[src/rtl/ioctl_loader.sv]
// Packs ioctl download beats into SDRAM words and writes them through a toggle req/ack port.
// Each channel maps an ioctl index to its own SDRAM base address and size window.
module ioctl_loader #(
    parameter int IOCTL_DW = 16,
    parameter int SDRAM_DW = 32,
    parameter int AW       = 25,
    parameter int NCH      = 2,
    parameter logic [NCH*6-1:0]  CH_IDX  = {6'h02, 6'h00},
    parameter logic [NCH*AW-1:0] CH_BASE = {25'h0800000, 25'h0},
    parameter logic [NCH*AW-1:0] CH_SIZE = {25'h0800000, 25'h0800000}
) (
    input  logic                  clk,
    input  logic                  rst_n,
    input  logic                  ioctl_download,
    input  logic [7:0]            ioctl_index,
    input  logic                  ioctl_wr,
    input  logic [IOCTL_DW-1:0]   ioctl_dout,
    output logic                  ioctl_wait,
    output logic [AW-1:0]         sdram_waddr,
    output logic [SDRAM_DW-1:0]   sdram_din,
    output logic [SDRAM_DW/8-1:0] sdram_be,
    output logic                  sdram_we_req,
    input  logic                  sdram_we_ack,
    output logic                  active,
    output logic [1:0]            ch,
    output logic                  done,
    output logic                  ovf
);
    localparam int R    = SDRAM_DW / IOCTL_DW;
    localparam int LW   = (R > 1) ? $clog2(R) : 1;
    localparam int BPB  = IOCTL_DW / 8;
    localparam logic [LW-1:0] LAST = LW'(R - 1);
    localparam logic [AW-1:0] STEP = AW'(SDRAM_DW / 8);

    typedef enum logic [2:0] {StIdle, StFill, StFlush, StWrite, StDone} state_e;

    state_e          state_q;
    logic            dl_q;
    logic            rise_pend_q;
    logic            fall_pend_q;
    logic            flush_q;
    logic [LW-1:0]   lane_q;
    logic [AW-1:0]   ofs_q;
    logic            hit;
    logic [1:0]      hit_ch;
    logic [AW-1:0]   hit_base;
    logic [AW-1:0]   cur_size;
    logic            dl_rise;
    logic            dl_fall;
    logic            in_window;
    logic            unused_index;

    assign unused_index = ^ioctl_index[7:6];
    assign dl_rise      = ioctl_download & ~dl_q;
    assign dl_fall      = ~ioctl_download & dl_q;
    assign in_window    = ofs_q < cur_size;

    // Descending scan so the lowest matching channel wins.
    always_comb begin
        hit      = 1'b0;
        hit_ch   = '0;
        hit_base = '0;
        cur_size = '0;
        for (int i = NCH - 1; i >= 0; i--) begin
            if (ioctl_index[5:0] == CH_IDX[i*6 +: 6]) begin
                hit      = 1'b1;
                hit_ch   = 2'(i);
                hit_base = CH_BASE[i*AW +: AW];
            end
        end
        for (int i = 0; i < NCH; i++) begin
            if (ch == 2'(i)) cur_size = CH_SIZE[i*AW +: AW];
        end
    end

    always_ff @(posedge clk or negedge rst_n) begin
        if (!rst_n) begin
            state_q      <= StIdle;
            dl_q         <= 1'b0;
            rise_pend_q  <= 1'b0;
            fall_pend_q  <= 1'b0;
            flush_q      <= 1'b0;
            lane_q       <= '0;
            ofs_q        <= '0;
            ioctl_wait   <= 1'b0;
            sdram_waddr  <= '0;
            sdram_din    <= '0;
            sdram_be     <= '0;
            sdram_we_req <= 1'b0;
            active       <= 1'b0;
            ch           <= '0;
            done         <= 1'b0;
            ovf          <= 1'b0;
        end else begin
            dl_q <= ioctl_download;
            done <= 1'b0;
            // Edges seen outside IDLE are remembered and acted on later.
            if (dl_rise && state_q != StIdle) rise_pend_q <= 1'b1;
            if (dl_fall && state_q == StWrite) fall_pend_q <= 1'b1;
            unique case (state_q)
                StIdle: begin
                    rise_pend_q <= 1'b0;
                    if ((dl_rise || rise_pend_q) && ioctl_download && hit) begin
                        ch          <= hit_ch;
                        sdram_waddr <= hit_base;
                        ofs_q       <= '0;
                        sdram_be    <= '0;
                        lane_q      <= '0;
                        fall_pend_q <= 1'b0;
                        active      <= 1'b1;
                        state_q     <= StFill;
                    end
                end
                StFill: begin
                    if (ioctl_wr) begin
                        sdram_din[lane_q*IOCTL_DW +: IOCTL_DW] <= ioctl_dout;
                        sdram_be[lane_q*BPB +: BPB]            <= '1;
                        if (lane_q == LAST) begin
                            if (in_window) begin
                                sdram_we_req <= ~sdram_we_req;
                                ioctl_wait   <= 1'b1;
                                flush_q      <= 1'b0;
                                state_q      <= StWrite;
                            end else begin
                                ovf         <= 1'b1;
                                lane_q      <= '0;
                                sdram_be    <= '0;
                                ofs_q       <= ofs_q + STEP;
                                sdram_waddr <= sdram_waddr + STEP;
                            end
                        end else begin
                            lane_q <= lane_q + LW'(1);
                        end
                    end else if (!ioctl_download) begin
                        if (lane_q != '0) begin
                            state_q <= StFlush;
                        end else begin
                            done    <= 1'b1;
                            active  <= 1'b0;
                            state_q <= StDone;
                        end
                    end
                end
                StFlush: begin
                    if (in_window) begin
                        sdram_we_req <= ~sdram_we_req;
                        ioctl_wait   <= 1'b1;
                        flush_q      <= 1'b1;
                        state_q      <= StWrite;
                    end else begin
                        ovf     <= 1'b1;
                        done    <= 1'b1;
                        active  <= 1'b0;
                        state_q <= StDone;
                    end
                end
                StWrite: begin
                    if (sdram_we_req == sdram_we_ack) begin
                        ioctl_wait  <= 1'b0;
                        sdram_waddr <= sdram_waddr + STEP;
                        ofs_q       <= ofs_q + STEP;
                        lane_q      <= '0;
                        sdram_be    <= '0;
                        fall_pend_q <= 1'b0;
                        if (flush_q || fall_pend_q || !ioctl_download) begin
                            done    <= 1'b1;
                            active  <= 1'b0;
                            state_q <= StDone;
                        end else begin
                            state_q <= StFill;
                        end
                    end
                end
                StDone: begin
                    ovf     <= 1'b0;
                    state_q <= StIdle;
                end
                default: state_q <= StIdle;
            endcase
        end
    end
endmodule
[config.mk]
export PLATFORM = sky130hd
export DESIGN_NAME = ioctl_loader
export DESIGN_NICKNAME = d
export VERILOG_FILES = /design/src/rtl/ioctl_loader.sv
export SDC_FILE = /design/constraint.sdc
export NUM_CORES = 1
export LEC_CHECK = 0
export BUFFER_PORTS_ARGS = -buffer_cell sky130_fd_sc_hd__buf_2
export CORE_MARGIN = 5
export CORE_UTILIZATION = 40
export CTS_CLUSTER_DIAMETER = 120
export DETAILED_ROUTE_END_ITERATION = 10
export RECOVER_POWER = 25
export SLEW_MARGIN = 20
export SYNTH_ARGS = -nofsm -noshare
export SYNTH_HDL_FRONTEND = slang
export SYNTH_SLANG_ARGS = --single-unit
[constraint.sdc]
create_clock -name clk -period 2.6 [get_ports clk]
set_input_delay 0.78 -clock clk [delete_from_list [all_inputs] [get_ports clk]]
set_output_delay 0.78 -clock clk [all_outputs]
set_load 0.01 [all_outputs]
=== After elaboration in Yosys (flattened, before gate mapping) ===
Cells that the tools add are included.

* $add $sub $neg: 5
* Muxes and demuxes: 82
* Shift operators: 4
* Divide/modulo/power cells: 0
* Equal/unequal tests: 22
* $mul: 0
* Reduce and logical (&&, ||, !) cells: 28
* Bitwise operators: 5
* $lt $le $gt $ge: 1

{| class="wikitable"
|+ Operators with widths
! cell !! number
|-
| 2-to-1 mux 25 bit || 11
|-
| one-hot mux 25 bit (3 select lines) || 2
|-
| 2-to-1 mux 24 bit || 3
|-
| adder 25 x 3 -> 25 bit (second input constant) || 2
|-
| 2-to-1 mux 1 bit || 40
|-
| negation 2 -> 34 bit || 1
|-
| negation 5 -> 34 bit || 1
|-
| variable shift 16 x 34 -> 32 bit (first input constant) || 1
|-
| variable shift 2 x 34 -> 4 bit (first input constant) || 1
|-
| variable part select 16 x 34 -> 32 bit || 1
|-
| variable part select 2 x 34 -> 4 bit (first input constant) || 1
|-
| bitwise mux 32 bit || 1
|-
| 2-to-1 mux 3 bit || 9
|-
| < comparator 25 bit || 1
|-
| 2-to-1 mux 4 bit || 5
|-
| inequality test 2 bit (second input constant) || 10
|-
| one-hot mux 1 bit (3 select lines) || 4
|-
| one-hot mux 3 bit (4 select lines) || 1
|-
| one-hot mux 4 bit (3 select lines) || 1
|-
| nonzero test 3 bit || 4
|-
| AND reduction 5 bit || 2
|-
| inequality test 3 bit (second input constant) || 3
|-
| AND reduction 4 bit || 2
|-
| AND reduction 8 bit || 1
|-
| other kinds (24) || 39
|}

* Input port bits: 29
* Bits in registers: 101
* Latch bits: 0
* Memories: 0
* Logic and storage cells: 163
* Bits in writable memories: 0
* Bits in read-only memories: 0
* Output and inout port bits: 68

=== Logic depth before layout (Yosys ltp) ===
* Word-level depth: 8
* Gate-level depth with buffers: 9
* Depth with buffers taken out: 6

=== Worst setup path before layout ===
OpenSTA, ideal clock, no wires.

* Path kind: input to register
* Start point: input ioctl_index[3]
* End point: register ofs_q[19]
* Path buffers: 2
* Slack: -140 ps
* Required time: 2,468 ps
* Setup time: 132 ps
* Stages on the path: 7
* Data arrival time: 2,608 ps
* Cell sequence: or4_4 > o41a_1 > or3_4 > buf_6 > buf_2 > o21ai_1 > o41ai_1

* Word-level cells in the longest chain between the ends: 6
* Elaborated cells on any way between the ends: 7
* Classes of those cells: eq/ne (2); mux (2); reduce/logical (3)

{| class="wikitable"
|+ RTL lines
! what !! line !! text
|-
| start, declared || 15 || <nowiki>input logic [7:0] ioctl_index,</nowiki>
|-
| == test 6 x 2 -> 1 bit || 65 || <nowiki>if (ioctl_index[5:0] == CH_IDX[i*6 +: 6]) begin</nowiki>
|-
| 2-to-1 mux 1 bit || 65 ||
|-
| 2-to-1 mux 1 bit * || 65 ||
|-
| logical AND 1 bit * || 103 || <nowiki>if ((dl_rise || rise_pend_q) && ioctl_download && hit) begin</nowiki>
|-
| inequality test 2 bit (no line) * || -- ||
|-
| AND reduction 6 bit (no line) * || -- ||
|-
| end signal, assigned || 128 || <nowiki>ofs_q <= ofs_q + STEP;</nowiki>
|-
| end signal, assigned || 161 || <nowiki>ofs_q <= ofs_q + STEP;</nowiki>
|-
| end, declared || 43 || <nowiki>logic [AW-1:0] ofs_q;</nowiki>
|}

Mark *: on every way between the ends. The rest lies on a longest branch, timed or not.
A chain may end at the register's enable or synchronous reset.

=== Final worst setup path ===
* Start point: input ioctl_index[4]
* End point: register sdram_waddr[6]

* Word-level cells in the longest chain between the ends: 6
* Elaborated cells on any way between the ends: 10
* Classes of those cells: eq/ne (2); mux (5); reduce/logical (3)

{| class="wikitable"
|+ RTL lines
! what !! line !! text
|-
| == test 6 x 2 -> 1 bit || 65 ||
|-
| 2-to-1 mux 1 bit (2 in a row) || 65 ||
|-
| logical AND 1 bit || 103 ||
|-
| inequality test 2 bit (no line) || -- ||
|-
| AND reduction 6 bit (no line) || -- ||
|-
| end signal, assigned || 105 || <nowiki>sdram_waddr <= hit_base;</nowiki>
|-
| end signal, assigned || 129 || <nowiki>sdram_waddr <= sdram_waddr + STEP;</nowiki>
|-
| end signal, assigned || 160 || <nowiki>sdram_waddr <= sdram_waddr + STEP;</nowiki>
|-
| end, declared || 19 || <nowiki>output logic [AW-1:0] sdram_waddr,</nowiki>
|}

Several ways; a longest one is shown, not always the timed one. The select of a mux whose other input is x is not followed.

==> impl_table.tex <==
\begin{tabular}{lr}
\hline
Metric & Value \\
\hline
\multicolumn{2}{l}{\textbf{Place}} \\
GPL Wtd Cong & 0.860 \\
Number of buffers added on ports & 91 \\
Sum of net half-perimeters after detailed placement & 8280 µm \\
\multicolumn{2}{l}{\textbf{Worst setup path}} \\
Slowest Stage Delay on Critical Path & 540 ps \\
Start point of the critical path & ioctl\_index[4] \\
Worst-path fanout max & 7 \\
Nature of the critical path startpoint & input port \\
Endpoint type of the worst setup path & flip-flop \\
Cell with the biggest individual delay on the critical path & sky130\_fd\_sc\_hd\_\_or4\_4 \\
Combined buffer and inverter count along the critical path & 2 \\
Arrival time at the worst endpoint & 2840 ps \\
CP delay by family, top & simple AND/OR/NAND/NOR gates \\
Cell with the most instances on the worst path & sky130\_fd\_sc\_hd\_\_buf\_6 \\
Worst setup path class & input port to flip-flop \\
Required time at the worst-slack endpoint & 2840 ps \\
RR Startpoint & state\_q[0]\$\_DFFE\_PN0P\_ \\
Cell breakdown of the critical path & buf\_6 -> or4\_4 -> o41a\_1 -> or3\_4 -> buf\_6 -> a21o\_1 -> a22o\_1 \\
\multicolumn{2}{l}{\textbf{Routing}} \\
TritonRoute pass-1 iters & 4 \\
Antenna-violating nets left & 0 \\
Routed wire per std cell & 16.8 µm \\
Routed via count divided by cell count & 5.61 \\
Final WL & 12100 µm \\
1st-iter DRT viols & 269 \\
Number of remaining DRC errors & 0 \\
Via count of the routed design & 4025 \\
\multicolumn{2}{l}{\textbf{Floorplanning}} \\
Count of boundary I/O pins & 97 \\
Placeable Area & 11400 µm² \\
Die X-Extent & 118 µm \\
Die footprint & 13900 µm² \\
Std-Cell Rows & 39 \\
Initial Utilization & 0.407 \\
Die Span Y & 118 µm \\
\multicolumn{2}{l}{\textbf{STA}} \\
Max-slew violation total from the final report & 28 \\
Worst Slack Setup Final & -5.62 ps \\
Worst Clk Skew & 7.33 ps \\
Min Clock Period, post-route & 2610 ps \\
Unrepaired setup endpoints after global routing & true \\
Rel. slew slack & -0.0207 \\
Pin slew with the least headroom to its limit & 1530 ps \\
Count of endpoints failing setup in the final report & 2 \\
Post-Route Setup TNS & -9.67 ps \\
Max Fclk & 384 MHz \\
Final critical-path share of the clock period & 1.00 \\
Final Hold Viols & 0 \\
\multicolumn{2}{l}{\textbf{Global route}} \\
Number of global-route vias before repair & 4151 \\
Tot GR Track Use & 0.178 \\
Largest net degree at the start of global routing & 49 \\
Antenna violations before repair & 0 \\
Global-route wire length before repair & 20600 µm \\
Remaining Overflow, GRT & 0 \\
\multicolumn{2}{l}{\textbf{Worst hold path}} \\
Worst Hold Class & flip-flop to flip-flop \\
Launch point of the worst hold path & ofs\_q[21]\$\_DFFE\_PN0P\_ \\
\multicolumn{2}{l}{\textbf{Synthesis}} \\
Synthesized area per cell & 10.0 µm² \\
Post-synthesis instance area & 4650 µm² \\
Post-synthesis cell type count & 52 \\
Async S/R FF share, synth & 1.00 \\
Post-Syn Instances & 463 \\
Number of synthesized register bits & 96 \\
Syn. warnings & 0 \\
Predominant post-synthesis flop cell & sky130\_fd\_sc\_hd\_\_dfrtp\_1 \\
Portion of the post-synthesis area used by sequential elements & 0.517 \\
Number of enable-type register cells in the synthesized netlist & 0 \\
\multicolumn{2}{l}{\textbf{CTS}} \\
Number of buffers on the longest clock path & 2 \\
Hold buffer count at cts & 0 \\
Number of CTS-inserted buffers & 9 \\
Clock tree from TritonCTS & yes \\
TritonCTS sink count & 96 \\
Root Driver & sky130\_fd\_sc\_hd\_\_clkbuf\_16 \\
Total number of H-tree levels & 3 \\
Worst-skew pair later-pin latency & 350 ps \\
Clock transition time at the flip-flop clock pins of the worst setup and hold paths & 70 ps \\
\multicolumn{2}{l}{\textbf{Power and ir drop}} \\
Power per cell area & 1050 nW/µm² \\
Peak supply drop & 0.000545 V \\
Overall Power & 6.04 mW \\
Leakage power total & 2.56 nW \\
\multicolumn{2}{l}{\textbf{Run status}} \\
Run status & complete, but fails checks \\
Violated checks & capacitance limit, slew limit, setup timing \\
\multicolumn{2}{l}{\textbf{Layout}} \\
Most frequent cells in the layout & sky130\_fd\_sc\_hd\_\_dfrtp\_1, sky130\_fd\_sc\_hd\_\_buf\_2, sky130\_fd\_sc\_hd\_\_o21ai\_0 \\
Net count reported at finish & 600 \\
Fillcell total & 1101 \\
Most frequent standard cell in the layout excluding fill and tap cells & sky130\_fd\_sc\_hd\_\_dfrtp\_1 \\
Fraction of layout cells with a size suffix above 1 & 0.314 \\
Layout area overhead & 23.1\% \\
Antenna diode instance count & 0 \\
\multicolumn{2}{l}{\textbf{Flow run}} \\
Count of max-cap constraint violations & 1 \\
\hline
\end{tabular}
-- worst reg2reg max path: cells and delay by family, from the launching register on --
kind	cells	cell delay (ps)
AOI/OAI and AO/OA	2	230
and+or+nand+nor	3	1170
buffers and inverters	1	200
DFF	1	480
-- metal layers --
| metal | track usage | routed length (µm) | vias to the layer above |
|---|---|---|---|
| li1 | - | - | 1926 |
| met1 | 0.235 | 5220 | 1997 |
| met2 | 0.286 | 6110 | 81 |
| met3 | 0.0346 | 442 | 21 |
| met4 | 0.0738 | 285 | 0 |
| met5 | 0 | 0 | - |
-- cell usage after synthesis (3+ instances only) --
| cell | n | area, µm² |
|---|---|---|
| sky130_fd_sc_hd__a211oi_1 | 4 | 30.0 |
| sky130_fd_sc_hd__a21o_1 | 5 | 37.5 |
| sky130_fd_sc_hd__a21oi_1 | 21 | 105 |
| sky130_fd_sc_hd__a22o_1 | 7 | 61.3 |
| sky130_fd_sc_hd__a31oi_1 | 7 | 43.8 |
| sky130_fd_sc_hd__a41oi_1 | 4 | 35.0 |
| sky130_fd_sc_hd__buf_2 | 4 | 20.0 |
| sky130_fd_sc_hd__buf_4 | 3 | 22.5 |
| sky130_fd_sc_hd__clkbuf_1 | 21 | 78.8 |
| sky130_fd_sc_hd__dfrtp_1 | 96 | 2400 |
| sky130_fd_sc_hd__inv_1 | 13 | 48.8 |
| sky130_fd_sc_hd__mux2_2 | 34 | 383 |
| sky130_fd_sc_hd__mux2i_1 | 3 | 30.0 |
| sky130_fd_sc_hd__nand2_1 | 30 | 113 |
| sky130_fd_sc_hd__nand3_1 | 27 | 135 |
| sky130_fd_sc_hd__nand4_1 | 11 | 68.8 |
| sky130_fd_sc_hd__nor2_1 | 31 | 116 |
| sky130_fd_sc_hd__nor2b_1 | 5 | 31.3 |
| sky130_fd_sc_hd__nor3_1 | 16 | 80.1 |
| sky130_fd_sc_hd__nor4_1 | 3 | 18.8 |
| sky130_fd_sc_hd__o21a_1 | 4 | 30.0 |
| sky130_fd_sc_hd__o21ai_0 | 48 | 240 |
| sky130_fd_sc_hd__o21ai_1 | 6 | 30.0 |
| sky130_fd_sc_hd__o31ai_1 | 9 | 67.6 |
| sky130_fd_sc_hd__o41ai_1 | 6 | 52.6 |
| sky130_fd_sc_hd__or3_1 | 11 | 68.8 |
-- power by group --
group | switching (mW) | internal [mW] | total (mW)
Combinational | 1.45 | 1.22 | 2.67
Sequential | 0.226 | 1.88 | 2.11
Clock | 0.595 | 0.661 | 1.26
-- state kept, by name, summed over array words and instances (netlist names) --
register / flops
sdram_din: 32
ofs_q: 23
sdram_waddr: 23
sdram_be: 4
state_q: 3
active: 1
ch: 1
dl_q: 1
done: 1
fall_pend_q: 1
flush_q: 1
ioctl_wait: 1
lane_q: 1
ovf: 1
rise_pend_q: 1
sdram_we_req: 1
-- through the flow --
stage	hold WS [ps]	std cells	setup slack [ps]	cell area, µm²	util
2_1_floorplan	450	465	-131	4660	-
3_3_place_gp	462	698	-389	5410	0.474
3_5_place_dp	467	698	-424	5410	0.474
4_1_cts	349	715	10.0	5700	0.499
5_1_grt	499	717	-31.0	5720	0.501
6_report	478	717	-5.62	5720	0.501
-- what timing repair did --
item,4_1_cts,5_1_grt
resized for setup,0,14
setup buffers,0,1
pin swaps,1,5
setup endpoints to repair,18,24
cloned,1,1
-- worst paths after layout --
check,endpoint,slack [ps],cells past startpoint
setup / recovery,sdram_waddr[6]$_DFFE_PN0P_,-6,7
hold / removal,ofs_q[21]$_DFFE_PN0P_,480,1
setup reg to reg,ofs_q[17]$_DFFE_PN0P_,420,6
hold reg to reg,ofs_q[21]$_DFFE_PN0P_,480,1
max in group asynchronous,sdram_waddr[18]$_DFFE_PN0P_,740,2
min in group asynchronous,sdram_din[7]$_DFFE_PN0P_,800,1
-- kinds of logic (layout without fill, tap and decap cells) --
family          Yosys count  after routing  share of synthesized area
simple gates            149            151                      0.163
compound gates          133            133                      0.181
fa+ha+maj                 2              2                    0.00538
other cells               1              3                   0.000807
xor+xnor                  2              2                    0.00377
mux                      37             37                     0.0889
buf+inv                  43            150                     0.0398
flops                    96             96                      0.517
-- cell type report --
type | instances | area (µm²) | share of cell area
Sequential cell | 96 | 2400 | 0.420
Multi-Input combinational cell | 328 | 2090 | 0.365
Timing Repair Buffer | 121 | 727 | 0.127
Clock buffer | 10 | 229 | 0.0400
Tap cell | 143 | 179 | 0.0313
Inverter | 13 | 48.8 | 0.00853
Clock inverter | 6 | 47.5 | 0.00831
(Power assumes the default switching activity.)
